### src/rtl/lcd_sequencer.sv
// lcd_sequencer: HD44780 init list, character stream and cursor tracking
// in front of lcd_controller. Optional done watchdog: LCD_SEQ_TIMEOUT_EN.
module lcd_sequencer #(
    parameter int CLK_PERIOD_NS     = 20,
    parameter int POWERUP_CYCLES    = 750000,
    parameter int CLEAR_WAIT_CYCLES = 82000,
    parameter int COLS              = 16,
    parameter int TIMEOUT_CYCLES    = 65535
) (
    input  logic       clk,
    input  logic       rst,
    input  logic       char_valid,
    input  logic [7:0] char_data,
    output logic       char_ready,
    input  logic       clr_req,
    output logic       ctl_rs,
    output logic [7:0] ctl_data,
    output logic       ctl_strobe,
    output logic [7:0] ctl_period_clk_ns,
    input  logic       ctl_done,
    output logic       init_done,
    output logic [3:0] cursor_col,
    output logic       cursor_row,
    output logic       err
);

    localparam int CMAX = (POWERUP_CYCLES > CLEAR_WAIT_CYCLES) ?
                          POWERUP_CYCLES : CLEAR_WAIT_CYCLES;
    localparam int CW = $clog2(CMAX + 1);
    localparam logic [CW-1:0] PW_LAST = CW'(POWERUP_CYCLES - 1);
    localparam logic [CW-1:0] CL_LAST = CW'(CLEAR_WAIT_CYCLES - 1);
    localparam logic [3:0] COL_LAST = 4'(COLS - 1);

    if (COLS < 2 || COLS > 16 || CLK_PERIOD_NS > 255 ||
        CLK_PERIOD_NS < 1 || TIMEOUT_CYCLES < 1) begin : g_bad_param
        $error("lcd_sequencer: illegal parameter value");
    end

    typedef enum logic [2:0] {PWRUP, ISSUE, WAIT, DELAY, IDLE} state_t;
    typedef enum logic [1:0] {K_INIT, K_CHAR, K_ADDR, K_CLR} kind_t;

    state_t        state;
    kind_t         kind;
    logic [CW-1:0] cnt;
    logic [1:0]    idx;
    logic          clr_pend;
    logic [3:0]    col;
    logic          row;

`ifdef LCD_SEQ_TIMEOUT_EN
    localparam int TW = $clog2(TIMEOUT_CYCLES + 1);
    localparam logic [TW-1:0] TO_LAST = TW'(TIMEOUT_CYCLES - 1);
    logic [TW-1:0] tcnt;
`else
    assign err = 1'b0;
`endif

    function automatic logic [7:0] init_word(input logic [1:0] i);
        unique case (i)
            2'd0:    return 8'h28;
            2'd1:    return 8'h06;
            2'd2:    return 8'h0C;
            default: return 8'h01;
        endcase
    endfunction

    assign ctl_period_clk_ns = 8'(CLK_PERIOD_NS);
    assign cursor_col = col;
    assign cursor_row = row;
    assign char_ready = (state == IDLE) & init_done & ~clr_pend & ~clr_req;

    logic       is_clr;
    logic       adv;
    logic       adv_issue;
    logic       adv_rs;
    logic [7:0] adv_data;
    kind_t      adv_kind;
    logic [1:0] adv_idx;
    logic [3:0] adv_col;
    logic       adv_row;
    logic       adv_init;

    assign is_clr = ~ctl_rs & (ctl_data == 8'h01);
    assign adv = (state == WAIT && ctl_done && !is_clr) ||
                 (state == DELAY && cnt == CL_LAST);

    // What follows a completed word: next init entry, wrap address, or idle
    always_comb begin
        adv_issue = 1'b0;
        adv_rs    = 1'b0;
        adv_data  = 8'h00;
        adv_kind  = kind;
        adv_idx   = idx;
        adv_col   = col;
        adv_row   = row;
        adv_init  = init_done;
        unique case (kind)
            K_INIT: begin
                if (idx == 2'd3) begin
                    adv_init = 1'b1;
                    adv_col  = 4'd0;
                    adv_row  = 1'b0;
                end else begin
                    adv_issue = 1'b1;
                    adv_idx   = idx + 2'd1;
                    adv_data  = init_word(idx + 2'd1);
                end
            end
            K_CHAR: begin
                if (col == COL_LAST) begin
                    adv_col   = 4'd0;
                    adv_row   = ~row;
                    adv_issue = 1'b1;
                    adv_kind  = K_ADDR;
                    adv_data  = {1'b1, ~row, 6'd0};
                end else begin
                    adv_col = col + 4'd1;
                end
            end
            K_ADDR: begin
            end
            K_CLR: begin
                adv_col = 4'd0;
                adv_row = 1'b0;
            end
        endcase
    end

    // Sequencer FSM with registered controller outputs
    always_ff @(posedge clk or negedge rst) begin
        if (!rst) begin
            state      <= PWRUP;
            kind       <= K_INIT;
            cnt        <= '0;
            idx        <= 2'd0;
            clr_pend   <= 1'b0;
            col        <= 4'd0;
            row        <= 1'b0;
            ctl_rs     <= 1'b0;
            ctl_data   <= 8'h00;
            ctl_strobe <= 1'b0;
            init_done  <= 1'b0;
`ifdef LCD_SEQ_TIMEOUT_EN
            tcnt       <= '0;
            err        <= 1'b0;
`endif
        end else begin
            ctl_strobe <= 1'b0;
            if (clr_req && state != IDLE) clr_pend <= 1'b1;
            unique case (state)
                PWRUP: begin
                    if (cnt == PW_LAST) begin
                        cnt        <= '0;
                        kind       <= K_INIT;
                        idx        <= 2'd0;
                        ctl_rs     <= 1'b0;
                        ctl_data   <= 8'h28;
                        ctl_strobe <= 1'b1;
                        state      <= ISSUE;
                    end else begin
                        cnt <= cnt + CW'(1);
                    end
                end
                ISSUE: state <= WAIT;
                WAIT: begin
                    if (ctl_done) begin
`ifdef LCD_SEQ_TIMEOUT_EN
                        tcnt <= '0;
`endif
                        if (is_clr) begin
                            cnt   <= '0;
                            state <= DELAY;
                        end
                    end
`ifdef LCD_SEQ_TIMEOUT_EN
                    else if (tcnt == TO_LAST) begin
                        tcnt       <= '0;
                        err        <= 1'b1;
                        init_done  <= 1'b0;
                        col        <= 4'd0;
                        row        <= 1'b0;
                        kind       <= K_INIT;
                        idx        <= 2'd0;
                        ctl_rs     <= 1'b0;
                        ctl_data   <= 8'h28;
                        ctl_strobe <= 1'b1;
                        state      <= ISSUE;
                    end else begin
                        tcnt <= tcnt + TW'(1);
                    end
`endif
                end
                DELAY: begin
                    if (cnt == CL_LAST) cnt <= '0;
                    else cnt <= cnt + CW'(1);
                end
                IDLE: begin
                    if (clr_req || clr_pend) begin
                        clr_pend   <= 1'b0;
                        kind       <= K_CLR;
                        ctl_rs     <= 1'b0;
                        ctl_data   <= 8'h01;
                        ctl_strobe <= 1'b1;
                        state      <= ISSUE;
                    end else if (char_valid && char_ready) begin
                        if (char_data == 8'h0A) begin
                            col      <= 4'd0;
                            row      <= ~row;
                            kind     <= K_ADDR;
                            ctl_rs   <= 1'b0;
                            ctl_data <= {1'b1, ~row, 6'd0};
                        end else begin
                            kind     <= K_CHAR;
                            ctl_rs   <= 1'b1;
                            ctl_data <= char_data;
                        end
                        ctl_strobe <= 1'b1;
                        state      <= ISSUE;
                    end
                end
                default: state <= PWRUP;
            endcase
            if (adv) begin
                kind      <= adv_kind;
                idx       <= adv_idx;
                col       <= adv_col;
                row       <= adv_row;
                init_done <= adv_init;
                if (adv_issue) begin
                    ctl_rs     <= adv_rs;
                    ctl_data   <= adv_data;
                    ctl_strobe <= 1'b1;
                    state      <= ISSUE;
                end else begin
                    state <= IDLE;
                end
            end
        end
    end

endmodule

### config.mk
export PLATFORM = sky130hd
export DESIGN_NAME = lcd_sequencer
export DESIGN_NICKNAME = d
export VERILOG_FILES = /design/src/rtl/lcd_sequencer.sv
export SDC_FILE = /design/constraint.sdc
export NUM_CORES = 1
export LEC_CHECK = 0
export BUFFER_PORTS_ARGS = -buffer_cell sky130_fd_sc_hd__buf_4
export CELL_PAD_IN_SITES_DETAIL_PLACEMENT = 0
export CELL_PAD_IN_SITES_GLOBAL_PLACEMENT = 1
export CORE_MARGIN = 2
export CORE_UTILIZATION = 44
export CTS_CLUSTER_DIAMETER = 80
export DETAILED_ROUTE_END_ITERATION = 10
export PLACE_DENSITY_LB_ADDON = 0.25
export SYNTH_ARGS = -nofsm -noshare
export SYNTH_HDL_FRONTEND = slang
export SYNTH_SLANG_ARGS = --single-unit
### constraint.sdc
create_clock -name clk -period 2.4 [get_ports clk]
set_input_delay 0 -clock clk [delete_from_list [all_inputs] [get_ports clk]]
set_output_delay 0 -clock clk [all_outputs]
set_load 0.01 [all_outputs]
== After elaboration in Yosys (flattened, before gate mapping) ==
Cells that the tools add are included.
W data, S select, Z words.
Operators by class
  bitwise logic cells: 8
  equal/unequal tests: 30
  reduce and logical (&&, ||, !) cells: 25
  multiplexer cells: 71
  add/subtract/negate cells: 3
Operator list (count)
  $mux W20: 4
  $pmux W20 S3: 1
  $mux W8: 7
  $pmux W8 S2: 2
  $mux W4: 7
  $mux W1: 23
  $mux W2: 11
  $mux W3: 7
  $add A20 B1 Y20 const B: 1
  $eq A20 B17 Y1 const B: 1
  $eq A20 B20 Y1 const B: 1
  $ne A3 B3 Y1 const B: 6
  $pmux W6 S3: 1
  $pmux W3 S5: 1
  $pmux W4 S3: 1
  $ne A2 B2 Y1 const B: 5
  $reduce_and A5 Y1: 2
  $reduce_bool A2 Y1: 5
  $eq A8 B1 Y1 const B: 1
  $eq A8 B4 Y1 const B: 1
  $reduce_and A7 Y1: 1
  $eq A2 B2 Y1 const B: 3
  $eq A3 B2 Y1 const B: 2
  $mux W6: 1
  23 further kinds: 42
Word-level totals
  register bits after elaboration: 44
  input bits: 13
  output and inout bits: 26
  word-level logic and storage cells: 148

== Logic depth before layout (Yosys ltp) ==
  depth in word-level cells: 10
  gate-level depth with buffers: 9

== Worst setup path before layout ==
Ideal clock, no wire load.
  path kind: register to register
  start: register ctl_data[3]
  end: register cnt[17]
  arrival time: 2.130 ns
  data required time: 2.327 ns
  setup slack: 0.197 ns
  cell stages (with the launch flop): 7
  buffers on the path: 1
  clock period less this slack: 2.203 ns
  path through: dfrtp_1 -> nor4_4 -> a41oi_4 -> or4_4 -> buf_6 -> or3_1 -> a21oi_2
Between the ends
  longest elaborated chain between the ends: 4
Ends and longest elaborated chain
  start, declared: RTL line 17  | output logic [7:0] ctl_data,
  start signal, assigned: RTL line 211  | ctl_data <= {1'b1, ~row, 6'd0};
  start signal, assigned: RTL line 215  | ctl_data <= char_data;
  start signal, assigned: RTL line 231  | ctl_data <= adv_data;
  $eq A8 B1 Y1: RTL line 83  | assign is_clr = ~ctl_rs & (ctl_data == 8'h01);
  $and A1 B1 Y1: RTL line 83
  $ne A2 B2 Y1 (no source line)
  $reduce_and A3 Y1 (no source line)
  end signal, assigned: RTL line 161  | cnt <= cnt + CW'(1);
  end signal, assigned: RTL line 195  | else cnt <= cnt + CW'(1);
  end, declared: RTL line 44  | logic [CW-1:0] cnt;
No other way between the ends.
A chain may end at the register's enable or synchronous reset.

== Worst setup path in the final report ==
  start: register ctl_data[3]
  end: register cnt[19]
Same word-level chain as after synthesis.

==> qor.yml <==
run_status:
  status: "complete, no violations"
die:
  io_pins: 39
  start_util: 0.453
  die_area_sq_um: 7170
  row_count: 29
  die_y_um: 84.7
  core-area_sq_um: 6310
  die-width_um: 84.7
setup_path:
  path_depth: 5
  ff2ff_path_depth: 5
  crit_family: "simple AND/OR/NAND/NOR gates"
  crit_path_max_incr_delay_ps: 610
  critPathCaptureType: "flop"
  worstPathMaxFanout: 11
  critical_path_class: "reg -> reg"
  worstPathRequired_ps: 2630
  cp_slowest_cell: "or4_4"
  cp.arrival_ps: 2520
  rrSetupSlack_ps: 110
  critPathLaunchType: "flop"
  critPathBufInv: 0
  crit_chain: "nor4_4 -> a41oi_4 -> or4_4 -> or4_1 -> a21oi_1"
drt:
  route.detailed.drc: 0
  first_pass_iters: 4
  totalWireLength_mm: 7.11
  post_drt_wl_per_cell_um: 16.4
  vias: 2492
  ant_nets: 0
  initialDrtViolationCount: 111
  vias_per_cell: 5.76
yosys:
  ys.flop_type: "dfrtp_1"
  synth-edff-count: 0
  ys_seq_area_frac: 0.385
  netlist_area_sq_um: 2860
  avgSynthCellArea_sq_um: 8.97
  synth_area_leaders: "dfrtp_1 38%, nand2_1 3.4%, o21ai_0 3.1%, ha_1 3.1%, nand3_1 3.0%"
  yosysTopAreaCell: "dfrtp_1"
  ys_ff_latch: 44
  async_reset_ff_frac: 1.00
  yosys_warnings: 0
  synthCells: 319
  ys_types: 58
  synth_top_area_share: 0.385
layout:
  syn2layout_area_growth_pct: 15.3
  layout.cells.most_common_list: "43 x dfrtp_1, 42 x buf_4, 26 x nand2_1"
  diodes: 0
  mostFrequentLayoutCell: "dfrtp_1"
  drive_gt1_frac: 0.194
  final_nets: 375
timing:
  clock_skew_ps: 14.1
  rsz0062_at_grt: "false"
  drv_slew: 0
  fin_crit_sh: 0.953
  worst_slew_pin_slew_ps: 615
  max_freq_ghz: 0.437
  relSlewSlack: 0.589
  hold_violations: 0
  tns_ps: 0
  setup_viol: 0
  hold-worst-slack_ps: 73.9
  min_period_ps: 2290
pwr:
  p_sw_w: 0.00115
  power_frac_comb: 0.402
  powerDensity_nw_per_um2: 870
  p_leak_nw: 1.42
  p_clk_frac: 0.214
  p_int_w: 0.00173
  p_seq_frac: 0.384
  power.share.switching: 0.400
  ir_drop_v: 0.000395
grt:
  grt_max_degree: 45
  antenna_found_initial: 0
  grt_pass1_vias: 2435
  grt_pass1_wl_mm: 12.1
  grtUsageTotal: 0.209
  grt_overflow: 0
clocking:
  clk_path_buf_depth: 2
  clock-sinks: 44
  numCtsBuffers: 5
  clk_latency_ps: 310
  clk_pin_slew_ps: 90
  cts_tree: "done"
  clk_root_buffer_cell: "clkbuf_8"
  htree_levels: 2
placed_design:
  dp_hpwl_mm: 5.23
  globalplace.congestion: 0.813
  io_buffers: 29
job:
  max_cap_violations: 0
min_path:
  min_path_type: "in -> reg"
  whs_path_depth: 4
state kept, by name, summed over array words and instances, names as in the netlist, 2 cells and up:
register    cells
cursor_col      4
idx             2
kind            2
ctl_data        8
state           3
cnt            20
cells in the mapped netlist (all sizes together), types with 8 or more instances:
cell    number
dfrtp       44
o21ai       18
inv         13
nand4        8
buf         18
or3         10
nor2        16
nor4         9
a21oi       16
and3         8
nand2       26
nand2b       8
nand3       17
power groups by stage:
stage               logic (W)  clock network (W)  registers (W)
global route          0.00129           0.000659        0.00114
global placement      0.00114                  0        0.00111
floorplan            0.000845                  0        0.00106
CTS                   0.00116           0.000625        0.00110
detailed placement    0.00114                  0        0.00111
finish                0.00115           0.000616        0.00110
path summary, 6_finish.rpt:
check | from | endpoint
worst max-delay path | ctl_data[3] | cnt[19]
worst min-delay path | char_data[7] | ctl_data[7]
worst max register to register | ctl_data[3] | cnt[19]
worst min register to register | init_done | init_done
max in group asynchronous | rst | state[0]
min in group asynchronous | rst | cnt[18]
per-layer routing:
| layer | up-vias | global-route usage | part of all wire |
|---|---|---|---|
| met4 | 0 | 0.0620 | 0.0093 |
| li1 | 1234 | - | - |
| met5 | - | 0 | 0 |
| met3 | 7 | 0.0403 | 0.031 |
| met1 | 1205 | 0.282 | 0.46 |
| met2 | 46 | 0.344 | 0.50 |
repair_timing:
item | in CTS | in global routing
gates resized for setup | 0 | 3
hold buffers | 3 | 0
endpoints found under the setup margin | 0 | 9
buffers inserted | 0 | 0
endpoints found under the hold margin | 46 | 0
worst reg2reg max path: stages, from the launching register on:
cell     delay (ps)
dfrtp_1         430
nor4_4          360
a41oi_4         170
or4_4           610
or4_1           490
a21oi_1         160
area by class of cell:
| class | instances | area [sq um] |
|---|---|---|
| fillers | 629 | 3010 |
| multi-input cells | 246 | 1590 |
| flip-flops and latches | 44 | 1100 |
| repair buffers | 45 | 345 |
| well taps | 77 | 96.3 |
| clock buffers | 6 | 82.6 |
| inverters | 13 | 48.8 |
| clock inverters | 2 | 38.8 |
cells by family (layout without fill, tap and decap cells):
group                    after synthesis  count (layout)  synth area share
AO/OA/AOI/OAI                         83              83             0.197
XOR/XNOR                               7               7            0.0214
adder cells (fa/ha/maj)                7               7            0.0306
buffers and inverters                 36              66            0.0726
flip-flops                            44              44             0.385
multiplexers                           3               3            0.0109
other                                  2               9           0.00262
AND/OR/NAND/NOR                      137             137             0.280
stage by stage:
step | util | std cells | power, W | area (sq um) | setup slack [ps]
global route | 0.523 | 433 | 0.00308 | 3300 | 1.88
floorplan | - | 326 | 0.00190 | 2890 | 197
detailed placement | 0.498 | 422 | 0.00225 | 3140 | 120
CTS | 0.522 | 433 | 0.00288 | 3290 | 81.4
global placement | 0.498 | 422 | 0.00224 | 3140 | 166
finish | 0.523 | 433 | 0.00287 | 3300 | 112
(Power assumes the default switching activity.)
